===== src/rtl/vid_pkg.sv =====
// vid_pkg: shared types, colour-bar constants and timing helpers for the
// video output pipeline.
//   pixel_t    : 24-bit RGB pixel, R[23:16] G[15:8] B[7:0]
//   state_t    : stream-to-raster lock state (IDLE, SEEK, RUN)
//   BAR_*      : colour-bar palette used by the optional test-pattern source
//   total()    : sum of active + front porch + sync + back porch
//   bar_color(): maps a bar index 0..7 to its colour
package vid_pkg;

  typedef logic [23:0] pixel_t;

  typedef enum logic [1:0] {
    IDLE = 2'd0,
    SEEK = 2'd1,
    RUN  = 2'd2
  } state_t;

  localparam pixel_t BAR_WHITE   = 24'hFFFFFF;
  localparam pixel_t BAR_YELLOW  = 24'hFFFF00;
  localparam pixel_t BAR_CYAN    = 24'h00FFFF;
  localparam pixel_t BAR_GREEN   = 24'h00FF00;
  localparam pixel_t BAR_MAGENTA = 24'hFF00FF;
  localparam pixel_t BAR_RED     = 24'hFF0000;
  localparam pixel_t BAR_BLUE    = 24'h0000FF;
  localparam pixel_t BAR_BLACK   = 24'h000000;

  function automatic int total(input int active, input int fp, input int sw, input int bp);
    return active + fp + sw + bp;
  endfunction

  function automatic pixel_t bar_color(input logic [2:0] idx);
    pixel_t c;
    case (idx)
      3'd0:    c = BAR_WHITE;
      3'd1:    c = BAR_YELLOW;
      3'd2:    c = BAR_CYAN;
      3'd3:    c = BAR_GREEN;
      3'd4:    c = BAR_MAGENTA;
      3'd5:    c = BAR_RED;
      3'd6:    c = BAR_BLUE;
      default: c = BAR_BLACK;
    endcase
    return c;
  endfunction

endpackage


===== src/rtl/vid_timing_cnt.sv =====
// vid_timing_cnt: horizontal/vertical raster counters with region decode.
//   clk, rst_n   : pixel clock, asynchronous active-low reset
//   enable       : counters run when 1, are held at 0 when 0
//   h_cnt, v_cnt : current raster position
//   active_now   : position is inside the active picture
//   hsync_now    : position is inside the horizontal sync pulse (polarity-free)
//   vsync_now    : line is inside the vertical sync pulse (polarity-free)
// Decode outputs are combinational from the counters; consumers register them.
module vid_timing_cnt
  import vid_pkg::*;
#(
  parameter int H_ACTIVE = 1920,
  parameter int H_FP     = 88,
  parameter int H_SW     = 44,
  parameter int H_BP     = 148,
  parameter int V_ACTIVE = 1080,
  parameter int V_FP     = 4,
  parameter int V_SW     = 5,
  parameter int V_BP     = 36,
  localparam int H_TOTAL = total(H_ACTIVE, H_FP, H_SW, H_BP),
  localparam int V_TOTAL = total(V_ACTIVE, V_FP, V_SW, V_BP),
  localparam int HW      = $clog2(H_TOTAL),
  localparam int VW      = $clog2(V_TOTAL)
) (
  input  logic          clk,
  input  logic          rst_n,
  input  logic          enable,
  output logic [HW-1:0] h_cnt,
  output logic [VW-1:0] v_cnt,
  output logic          active_now,
  output logic          hsync_now,
  output logic          vsync_now
);

  localparam logic [HW-1:0] H_LAST = HW'(H_TOTAL - 1);
  localparam logic [VW-1:0] V_LAST = VW'(V_TOTAL - 1);

  localparam int HS_START = H_ACTIVE + H_FP;
  localparam int HS_END   = HS_START + H_SW;
  localparam int VS_START = V_ACTIVE + V_FP;
  localparam int VS_END   = VS_START + V_SW;

  always_ff @(posedge clk or negedge rst_n) begin
    if (!rst_n) begin
      h_cnt <= '0;
      v_cnt <= '0;
    end else if (!enable) begin
      h_cnt <= '0;
      v_cnt <= '0;
    end else if (h_cnt == H_LAST) begin
      h_cnt <= '0;
      v_cnt <= (v_cnt == V_LAST) ? '0 : v_cnt + 1'b1;
    end else begin
      h_cnt <= h_cnt + 1'b1;
    end
  end

  // Compare in 32 bits: sync end may equal the total, which need not fit in HW/VW.
  logic [31:0] h_ext;
  logic [31:0] v_ext;
  assign h_ext = 32'(h_cnt);
  assign v_ext = 32'(v_cnt);

  assign active_now = (h_ext < 32'(H_ACTIVE)) && (v_ext < 32'(V_ACTIVE));
  assign hsync_now  = (h_ext >= 32'(HS_START)) && (h_ext < 32'(HS_END));
  assign vsync_now  = (v_ext >= 32'(VS_START)) && (v_ext < 32'(VS_END));

endmodule


===== src/rtl/vid_stream_to_timing.sv =====
// vid_stream_to_timing: converts an AXI4-Stream video feed (tuser = start of
// frame, tlast = end of line) into free-running raster video. The raster never
// stalls; the stream is back-pressured and re-aligned to the raster origin.
//   clk, rst_n            : pixel clock, asynchronous active-low reset
//   enable                : run the raster; 0 holds counters and idles outputs
//   s_axis_*              : stream input (tdata/tvalid/tready/tuser/tlast)
//   vid_data/hsync/vsync/de : registered raster outputs to the encoder
//   locked                : stream is aligned to the raster (state RUN)
//   underflow             : sticky, an active pixel had no stream data
//   sync_err              : sticky, tuser/tlast arrived misaligned
//   clr_status            : single-cycle clear of both sticky flags
// Optional build macro VID_TPG_EN adds input tpg_sel, which replaces the
// picture with 8 vertical colour bars and keeps the stream side parked.
//
// state | meaning
// IDLE  | disabled, or first enabled cycle; stream side not accepting
// SEEK  | dropping non-SOF beats, waiting for tuser at raster (0,0)
// RUN   | stream aligned; one beat consumed per active pixel
module vid_stream_to_timing
  import vid_pkg::*;
#(
  parameter int VID_H_ACTIVE      = 1920,
  parameter int VID_H_FRONT_PORCH = 88,
  parameter int VID_H_SYNC_WIDTH  = 44,
  parameter int VID_H_BACK_PORCH  = 148,
  parameter int VID_V_ACTIVE      = 1080,
  parameter int VID_V_FRONT_PORCH = 4,
  parameter int VID_V_SYNC_WIDTH  = 5,
  parameter int VID_V_BACK_PORCH  = 36,
  parameter int DATA_WIDTH        = 24,
  parameter bit SYNC_POL          = 1'b1,
  parameter logic [DATA_WIDTH-1:0] UNDERFLOW_COLOR = 24'h0000FF
) (
  input  logic                  clk,
  input  logic                  rst_n,
  input  logic                  enable,
`ifdef VID_TPG_EN
  input  logic                  tpg_sel,
`endif
  input  logic [DATA_WIDTH-1:0] s_axis_tdata,
  input  logic                  s_axis_tvalid,
  output logic                  s_axis_tready,
  input  logic                  s_axis_tuser,
  input  logic                  s_axis_tlast,
  output logic [DATA_WIDTH-1:0] vid_data,
  output logic                  vid_hsync,
  output logic                  vid_vsync,
  output logic                  vid_de,
  output logic                  locked,
  output logic                  underflow,
  output logic                  sync_err,
  input  logic                  clr_status
);

  localparam int H_TOTAL = total(VID_H_ACTIVE, VID_H_FRONT_PORCH, VID_H_SYNC_WIDTH, VID_H_BACK_PORCH);
  localparam int V_TOTAL = total(VID_V_ACTIVE, VID_V_FRONT_PORCH, VID_V_SYNC_WIDTH, VID_V_BACK_PORCH);
  localparam int HW      = $clog2(H_TOTAL);
  localparam int VW      = $clog2(V_TOTAL);

  localparam logic [HW-1:0] H_LAST_PX = HW'(VID_H_ACTIVE - 1);
  localparam logic          SYNC_IDLE = ~SYNC_POL;

  logic [HW-1:0]         h_cnt;
  logic [VW-1:0]         v_cnt;
  logic                  active_now;
  logic                  hsync_now;
  logic                  vsync_now;

  state_t                state;
  state_t                state_nxt;
  logic                  tpg_on;
  logic                  at_origin;
  logic                  beat_take;
  logic                  lock_evt;
  logic                  err_evt;
  logic                  uf_evt;
  logic [DATA_WIDTH-1:0] pix_nxt;

  vid_timing_cnt #(
    .H_ACTIVE (VID_H_ACTIVE),
    .H_FP     (VID_H_FRONT_PORCH),
    .H_SW     (VID_H_SYNC_WIDTH),
    .H_BP     (VID_H_BACK_PORCH),
    .V_ACTIVE (VID_V_ACTIVE),
    .V_FP     (VID_V_FRONT_PORCH),
    .V_SW     (VID_V_SYNC_WIDTH),
    .V_BP     (VID_V_BACK_PORCH)
  ) u_timing_cnt (
    .clk        (clk),
    .rst_n      (rst_n),
    .enable     (enable),
    .h_cnt      (h_cnt),
    .v_cnt      (v_cnt),
    .active_now (active_now),
    .hsync_now  (hsync_now),
    .vsync_now  (vsync_now)
  );

`ifdef VID_TPG_EN
  assign tpg_on = tpg_sel;
`else
  assign tpg_on = 1'b0;
`endif

  assign at_origin = (h_cnt == '0) && (v_cnt == '0);
  assign locked    = (state == RUN);

  always_ff @(posedge clk or negedge rst_n) begin
    if (!rst_n) state <= IDLE;
    else        state <= state_nxt;
  end

  always_comb begin
    state_nxt = state;
    case (state)
      IDLE:    state_nxt = SEEK;
      SEEK:    if (lock_evt) state_nxt = RUN;
      RUN:     if (err_evt || tpg_on) state_nxt = SEEK;
      default: state_nxt = IDLE;
    endcase
    if (!enable) state_nxt = IDLE;
  end

  always_comb begin
    s_axis_tready = 1'b0;
    beat_take     = 1'b0;
    lock_evt      = 1'b0;
    err_evt       = 1'b0;
    uf_evt        = 1'b0;
    if (enable && !tpg_on) begin
      case (state)
        SEEK: begin
          // SOF beat is held until the raster origin, everything else is drained.
          if (at_origin && s_axis_tvalid && s_axis_tuser) begin
            s_axis_tready = 1'b1;
            lock_evt      = 1'b1;
          end else begin
            s_axis_tready = s_axis_tvalid && !s_axis_tuser;
          end
        end
        RUN: begin
          s_axis_tready = active_now;
          beat_take     = active_now && s_axis_tvalid;
          uf_evt        = active_now && !s_axis_tvalid;
          // tlast must coincide exactly with the last active pixel of the line.
          err_evt       = beat_take &&
                          ((s_axis_tlast != (h_cnt == H_LAST_PX)) ||
                           (s_axis_tuser && !at_origin));
        end
        default: ;
      endcase
    end
  end

`ifdef VID_TPG_EN
  logic [2:0] bar_idx;
  assign bar_idx = 3'((32'(h_cnt) * 32'd8) / 32'(VID_H_ACTIVE));
`endif

  always_comb begin
    pix_nxt = '0;
    if (active_now) begin
      if (lock_evt || beat_take) pix_nxt = s_axis_tdata;
      else                       pix_nxt = UNDERFLOW_COLOR;
`ifdef VID_TPG_EN
      if (tpg_on) pix_nxt = DATA_WIDTH'(bar_color(bar_idx));
`endif
    end
  end

  always_ff @(posedge clk or negedge rst_n) begin
    if (!rst_n) begin
      vid_data  <= '0;
      vid_de    <= 1'b0;
      vid_hsync <= SYNC_IDLE;
      vid_vsync <= SYNC_IDLE;
    end else if (!enable) begin
      vid_data  <= '0;
      vid_de    <= 1'b0;
      vid_hsync <= SYNC_IDLE;
      vid_vsync <= SYNC_IDLE;
    end else begin
      vid_data  <= pix_nxt;
      vid_de    <= active_now;
      vid_hsync <= hsync_now ^ SYNC_IDLE;
      vid_vsync <= vsync_now ^ SYNC_IDLE;
    end
  end

  // A new event in the same cycle as clr_status wins, so the flag stays set.
  always_ff @(posedge clk or negedge rst_n) begin
    if (!rst_n) begin
      underflow <= 1'b0;
      sync_err  <= 1'b0;
    end else begin
      if (clr_status) begin
        underflow <= 1'b0;
        sync_err  <= 1'b0;
      end
      if (uf_evt)  underflow <= 1'b1;
      if (err_evt) sync_err  <= 1'b1;
    end
  end

endmodule


===== config.mk =====
export PLATFORM = sky130hd
export DESIGN_NAME = vid_stream_to_timing
export DESIGN_NICKNAME = d
export VERILOG_FILES = /design/src/rtl/vid_pkg.sv /design/src/rtl/vid_timing_cnt.sv /design/src/rtl/vid_stream_to_timing.sv
export SDC_FILE = /design/constraint.sdc
export NUM_CORES = 1
export LEC_CHECK = 0
export ABC_AREA = 1
export CAP_MARGIN = 20
export CORE_ASPECT_RATIO = 0.8
export CORE_MARGIN = 1.5
export CORE_UTILIZATION = 40
export CTS_CLUSTER_SIZE = 30
export DETAILED_ROUTE_END_ITERATION = 8
export GPL_TIMING_DRIVEN = 0
export PLACE_DENSITY = 0.66
export SYNTH_ARGS = -nofsm -noshare
export SYNTH_HDL_FRONTEND = slang
export SYNTH_SLANG_ARGS = --single-unit

===== constraint.sdc =====
create_clock -name clk -period 3.4 [get_ports clk]
set_clock_uncertainty 0.2 [all_clocks]
set_input_delay 0.34 -clock clk [delete_from_list [all_inputs] [get_ports clk]]
set_output_delay 0.34 -clock clk [all_outputs]
set_load 0.01 [all_outputs]

# --- After elaboration in Yosys (flattened, before gate mapping) ---
# Cells that the tools add are included.
totals:
  register_bits: 54
  latchBits: 0
  ramBits: 0
  mem_bits_ro: 0
  in_bits: 31
  out_inout_bits: 31
  word_cells: 78
  mem_count: 0
classes:
  n_addsub: 2
  multipliers: 0
  div: 0
  order_cmp: 6
  eq_ne: 9
  n_shift: 0
  muxes: 30
  bitwise_logic: 0
  reduce_logical: 22
ops:
  columns: ["cell", "n"]
  rows:
  - ["$mux 24", 3]
  - ["$mux 11", 3]
  - ["$mux 12", 2]
  - ["$lt 11x11->1 const B", 2]
  - ["$mux 1", 17]
  - ["$add 12x1->12 const B", 1]
  - ["$eq 12x11->1 const B", 1]
  - ["$eq 12x12->1 const B", 1]
  - ["$ge 12x11->1 const B", 1]
  - ["$logic_not 12->1", 1]
  - ["$lt 12x11->1 const B", 1]
  - ["$lt 12x12->1 const B", 1]
  - ["$add 11x1->11 const B", 1]
  - ["$eq 11x11->1 const B", 1]
  - ["$ge 11x11->1 const B", 1]
  - ["$logic_and 1x1->1", 11]
  - ["$logic_not 11->1", 1]
  - ["$mux 2", 3]
  - ["$pmux 2 s3", 1]
  - ["$reduce_bool 2->1", 2]
  - ["$logic_not 1->1", 3]
  - ["$ne 3x2->1 const B", 1]
  - ["$ne 3x3->1 const B", 1]
  - ["$eq 2x1->1 const B", 1]
  - ["7 further kinds", 8]

# --- Depth between registers and ports, before layout ---
logic_depth:
  ltp_word: 11
  mapped_depth: 12
  depth_no_buf: 12

# --- Modules after synthesis ---
# A second synthesis with hierarchy kept.
unflattened:
  hier_cells: 386
  hier_area_um2: 2989.1
modules_own_cells:
  columns: ["module", "n_inst", "cells_per_inst", "area_each_um2", "seq_area_each_um2"]
  rows:
  - ["vid_timing_cnt", 1, 221, 1522.7, 575.6]
  - ["vid_stream_to_timing", 1, 165, 1466.4, 775.7]

# --- Worst setup path before layout ---
# OpenSTA, ideal clock, no wires.
synth_timing:
  kind: "flip-flop to output port"
  startpoint: "register u_timing_cnt.v_cnt[0]"
  endpoint: "output port s_axis_tready"
  t_arrival_ns: 1.185
  path_slack_ns: 1.675
  stages_incl_launch_ff: 9
  path_buffers: 0
  cell_sequence: "dfrtp_1 inv_1 ha_1 nand2_1 nor2_1 nand3_1 nand2_1 a31oi_1 nor2_1"
synth_via:
  elab_chain_cells: 7
  elab_cells_between_ends: 9
  classes_between: "1 x order compare; 3 x mux; 5 x reduce/logical"
synth_lines:
  columns: ["element", "line_no", "source"]
  rows:
  - ["start, declared", "vid_timing_cnt.sv:29", "output logic [VW-1:0] v_cnt,"]
  - ["start signal, assigned", "vid_timing_cnt.sv:52", "v_cnt <= (v_cnt == V_LAST) ? '0 : v_cnt + 1'b1;"]
  - ["branches (longest 5 deep; another with $lt 11x11->1)", null, null]
  - ["$pmux 1 s2 *", "vid_stream_to_timing.sv:131", "case (state)"]
  - ["$mux 1 *", "vid_stream_to_timing.sv:130", "if (enable && !tpg_on) begin"]
  - ["end, declared", "vid_stream_to_timing.sv:42", "output logic s_axis_tready,"]
# Every way passes the cells marked *.

# --- Worst setup path in the final report ---
# Same ends and word-level chain as after synthesis.

==> metrics.yaml <==
synth-seq-cells: 54
dp_cells: 466
p_int_uw: 1030
peakVddDrop_v: 0.000247
clock_latency_ns: 0.31
timing.slew.headroom_pct: 66.8
drc: 0
wl_met1_um: 2710
crit_fanout: 6
yosysTopAreaCell: "dfrtp_1"
async_reset_ff_share_pct: 100
initial_core_util_pct: 41.2
end_kind: "output port"
finalHoldViolCount: 0
antenna_found_initial: 0
clock_path_buffers: 2
setup_tns_ns: 0
highest_layer: "met4"
placement.io_buffers: 60
overflow: 0
numCtsBuffers: 5
core_sq_um: 6340
grtUsageTotal_pct: 16.8
synthesis.nets: 360
start_kind: "register"
yosys_warnings: 0
syn_area_sq_um: 2610
die_x_um: 93.4
tightest_slew_ns: 0.497
ios: 62
power.total_uw: 1410
synth_top_area_share_pct: 51.7
clock-sinks: 54
synthToLayoutAreaGrowth_pct: 32.4
synthTopCellsByArea: "dfrtp_1 52%, nor2_1 11%, nand2_1 8.0%"
grt_pass1_vias: 2026
crit_required_ns: 2.86
synthDistinctLibCells: 27
maxCapViolCount: 0
num_antenna_cells: 0
final_net_count: 429
hpwlAfterDp_um: 4280
grt_first_pass_wirelength_um: 9180
swShare_pct: 27.0
clk_pin_slew_worst_paths_ns: 0.09
p_seq_share_pct: 49.3
wl_met3_um: 464
worstPathArrival_ns: 2.13
p_leak_uw: 0.00167
power.density_nw_per_um2: 407
wl_per_cell_um: 12.0
die-area_sq_um: 7030
vias_per_cell: 4.73
synth_edf_count: 0
p_switching_uw: 380
fmax_ghz: 0.375
dr_wl_met2_um: 2440
h-tree-depth: 2
grt_max_degree: 36
critPathKind: "register to output port"
vias: 2245
ys_seq_area_share_pct: 51.7
wl_um: 5680
clock_power_share_pct: 32.1
slew_viol_final: 0
postLayoutCoreUtil_pct: 54.6
comb_power_share_pct: 18.6
root_buffer: "clkbuf_8"
stdcell_count: 475
ant_nets: 0
multi_input_area_sq_um: 1030
syn_inst: 321
register_area_sq_um: 1350
synth_area_per_cell_sq_um: 8.14
synth_top_flop_cell: "dfrtp_1"
rrSetupSlack_ns: 1.48
drive_gt1_share_pct: 6.39
drt-initial-drc-count: 113
grt_setup_unrepaired: "no"
dr.pass1.iters: 4
die_h_um: 75.3
setup_violations: 0
place_congestion: 0.833
post-route-min-period_ns: 2.67
std_cell_rows: 26
min_period_over_period_pct: 78.5
run_status: "finished clean"
fillers: 615
post-cts-setup-buffer-count: 0
cts_tree: "yes"
hold_path.class: "input pin to register"
power groups by stage:
stage          registers (uW)  logic [uW]  clock network [uW]
2_1_floorplan             718         118                   0
3_5_place_dp              708         264                   0
3_3_place_gp              708         258                   0
6_report                  695         263                 452
5_1_grt                   700         293                 491
4_1_cts                   696         268                 462
per-layer routing:
| metal | vias up | track usage [%] |
|---|---|---|
| met5 | - | 0 |
| met4 | 0 | 6.23 |
| met3 | 4 | 6.09 |
| met2 | 63 | 25.0 |
| met1 | 1040 | 22.9 |
| li1 | 1138 | - |
cells in the final DEF (no fill, tap or decap), types with 5 or more instances in the layout:
cell and count:
nor2_1 74, clkdlybuf4s50_1 59, nand2_1 56, dfrtp_1 54
inv_1 50, o21ai_0 12, a21oi_1 12, nand3_1 11
nor3_1 8, ha_1 8, nand4_1 6, a31oi_1 5
clkbuf_8 5
worst max-delay path, stage by stage, from the launching register on:
cell	delay (ns)
dfrtp_1	0.44
inv_1	0.10
ha_1	0.14
nand2_1	0.07
nor2_1	0.11
nand3_1	0.14
nand2_1	0.11
a31oi_1	0.08
nor2_1	0.10
clkdlybuf4s50_1	0.55
sequential cells by signal, indices dropped and copies added (netlist names):
name                count
vid_vsync               1
state                   2
vid_data               24
u_timing_cnt.v_cnt     11
u_timing_cnt.h_cnt     12
underflow               1
sync_err                1
vid_hsync               1
vid_de                  1
stage by stage:
step	hold slack (ns)	setup WS, ns	instance area (sq um)
after floorplan	-0.156	1.67	2610
after global placement	0.293	0.0181	3320
after detailed placement	0.144	1.05	3330
after CTS	0.179	0.702	3460
after global routing	0.180	0.568	3460
final	0.180	0.730	3460
kinds of logic (layout without fill, tap and decap cells):
logic type      after synthesis  in the layout  synth area share [%]
flops                        54             54                  51.7
fa+ha+maj                     8              8                  3.83
xor+xnor                      4              4                  1.34
buf+inv                      57            127                  9.00
compound gates               35             35                  7.85
simple gates                163            163                  26.3
path summary, 6_finish.rpt:
check / start / cells after the start / to
worst max-delay path: u_timing_cnt.v_cnt[0] / 9 / s_axis_tready
worst min-delay path: enable / 3 / u_timing_cnt.h_cnt[1]
worst min register to register: u_timing_cnt.h_cnt[0] / 1 / u_timing_cnt.h_cnt[0]
worst max register to register: u_timing_cnt.v_cnt[0] / 10 / vid_data[5]
min in group asynchronous: rst_n / 2 / u_timing_cnt.v_cnt[10]
max in group asynchronous: rst_n / 3 / vid_data[15]
timing repair:
item	4_1_cts	5_1_grt
hold buffers	1	0
hold endpoints to repair	19	0
gates resized for setup	0	0
area by class of cell:
cell class              count  share of cell area [%]
clock buffers               5                    1.99
inverters                  52                    5.64
repair buffers             62                    18.1
well taps                  84                    3.04
multi-input cells         210                    29.7
plain buffers               5                    1.16
clock inverters             3                    1.37
flip-flops and latches     54                    39.0
cell usage after synthesis (2+ instances only):
| cell | number |
|---|---|
| buf_6 | 2 |
| nand4_1 | 6 |
| xor2_1 | 3 |
| inv_1 | 50 |
| dfrtp_1 | 54 |
| a21oi_1 | 12 |
| nor2_1 | 74 |
| nor3_2 | 3 |
| o21ai_0 | 12 |
| o211ai_1 | 2 |
| nor3_1 | 8 |
| nand3_1 | 11 |
| nand2_1 | 56 |
| ha_1 | 8 |
| buf_2 | 2 |
| nor2_2 | 2 |
| a31oi_1 | 5 |
| inv_2 | 2 |
(Power assumes the default switching activity.)
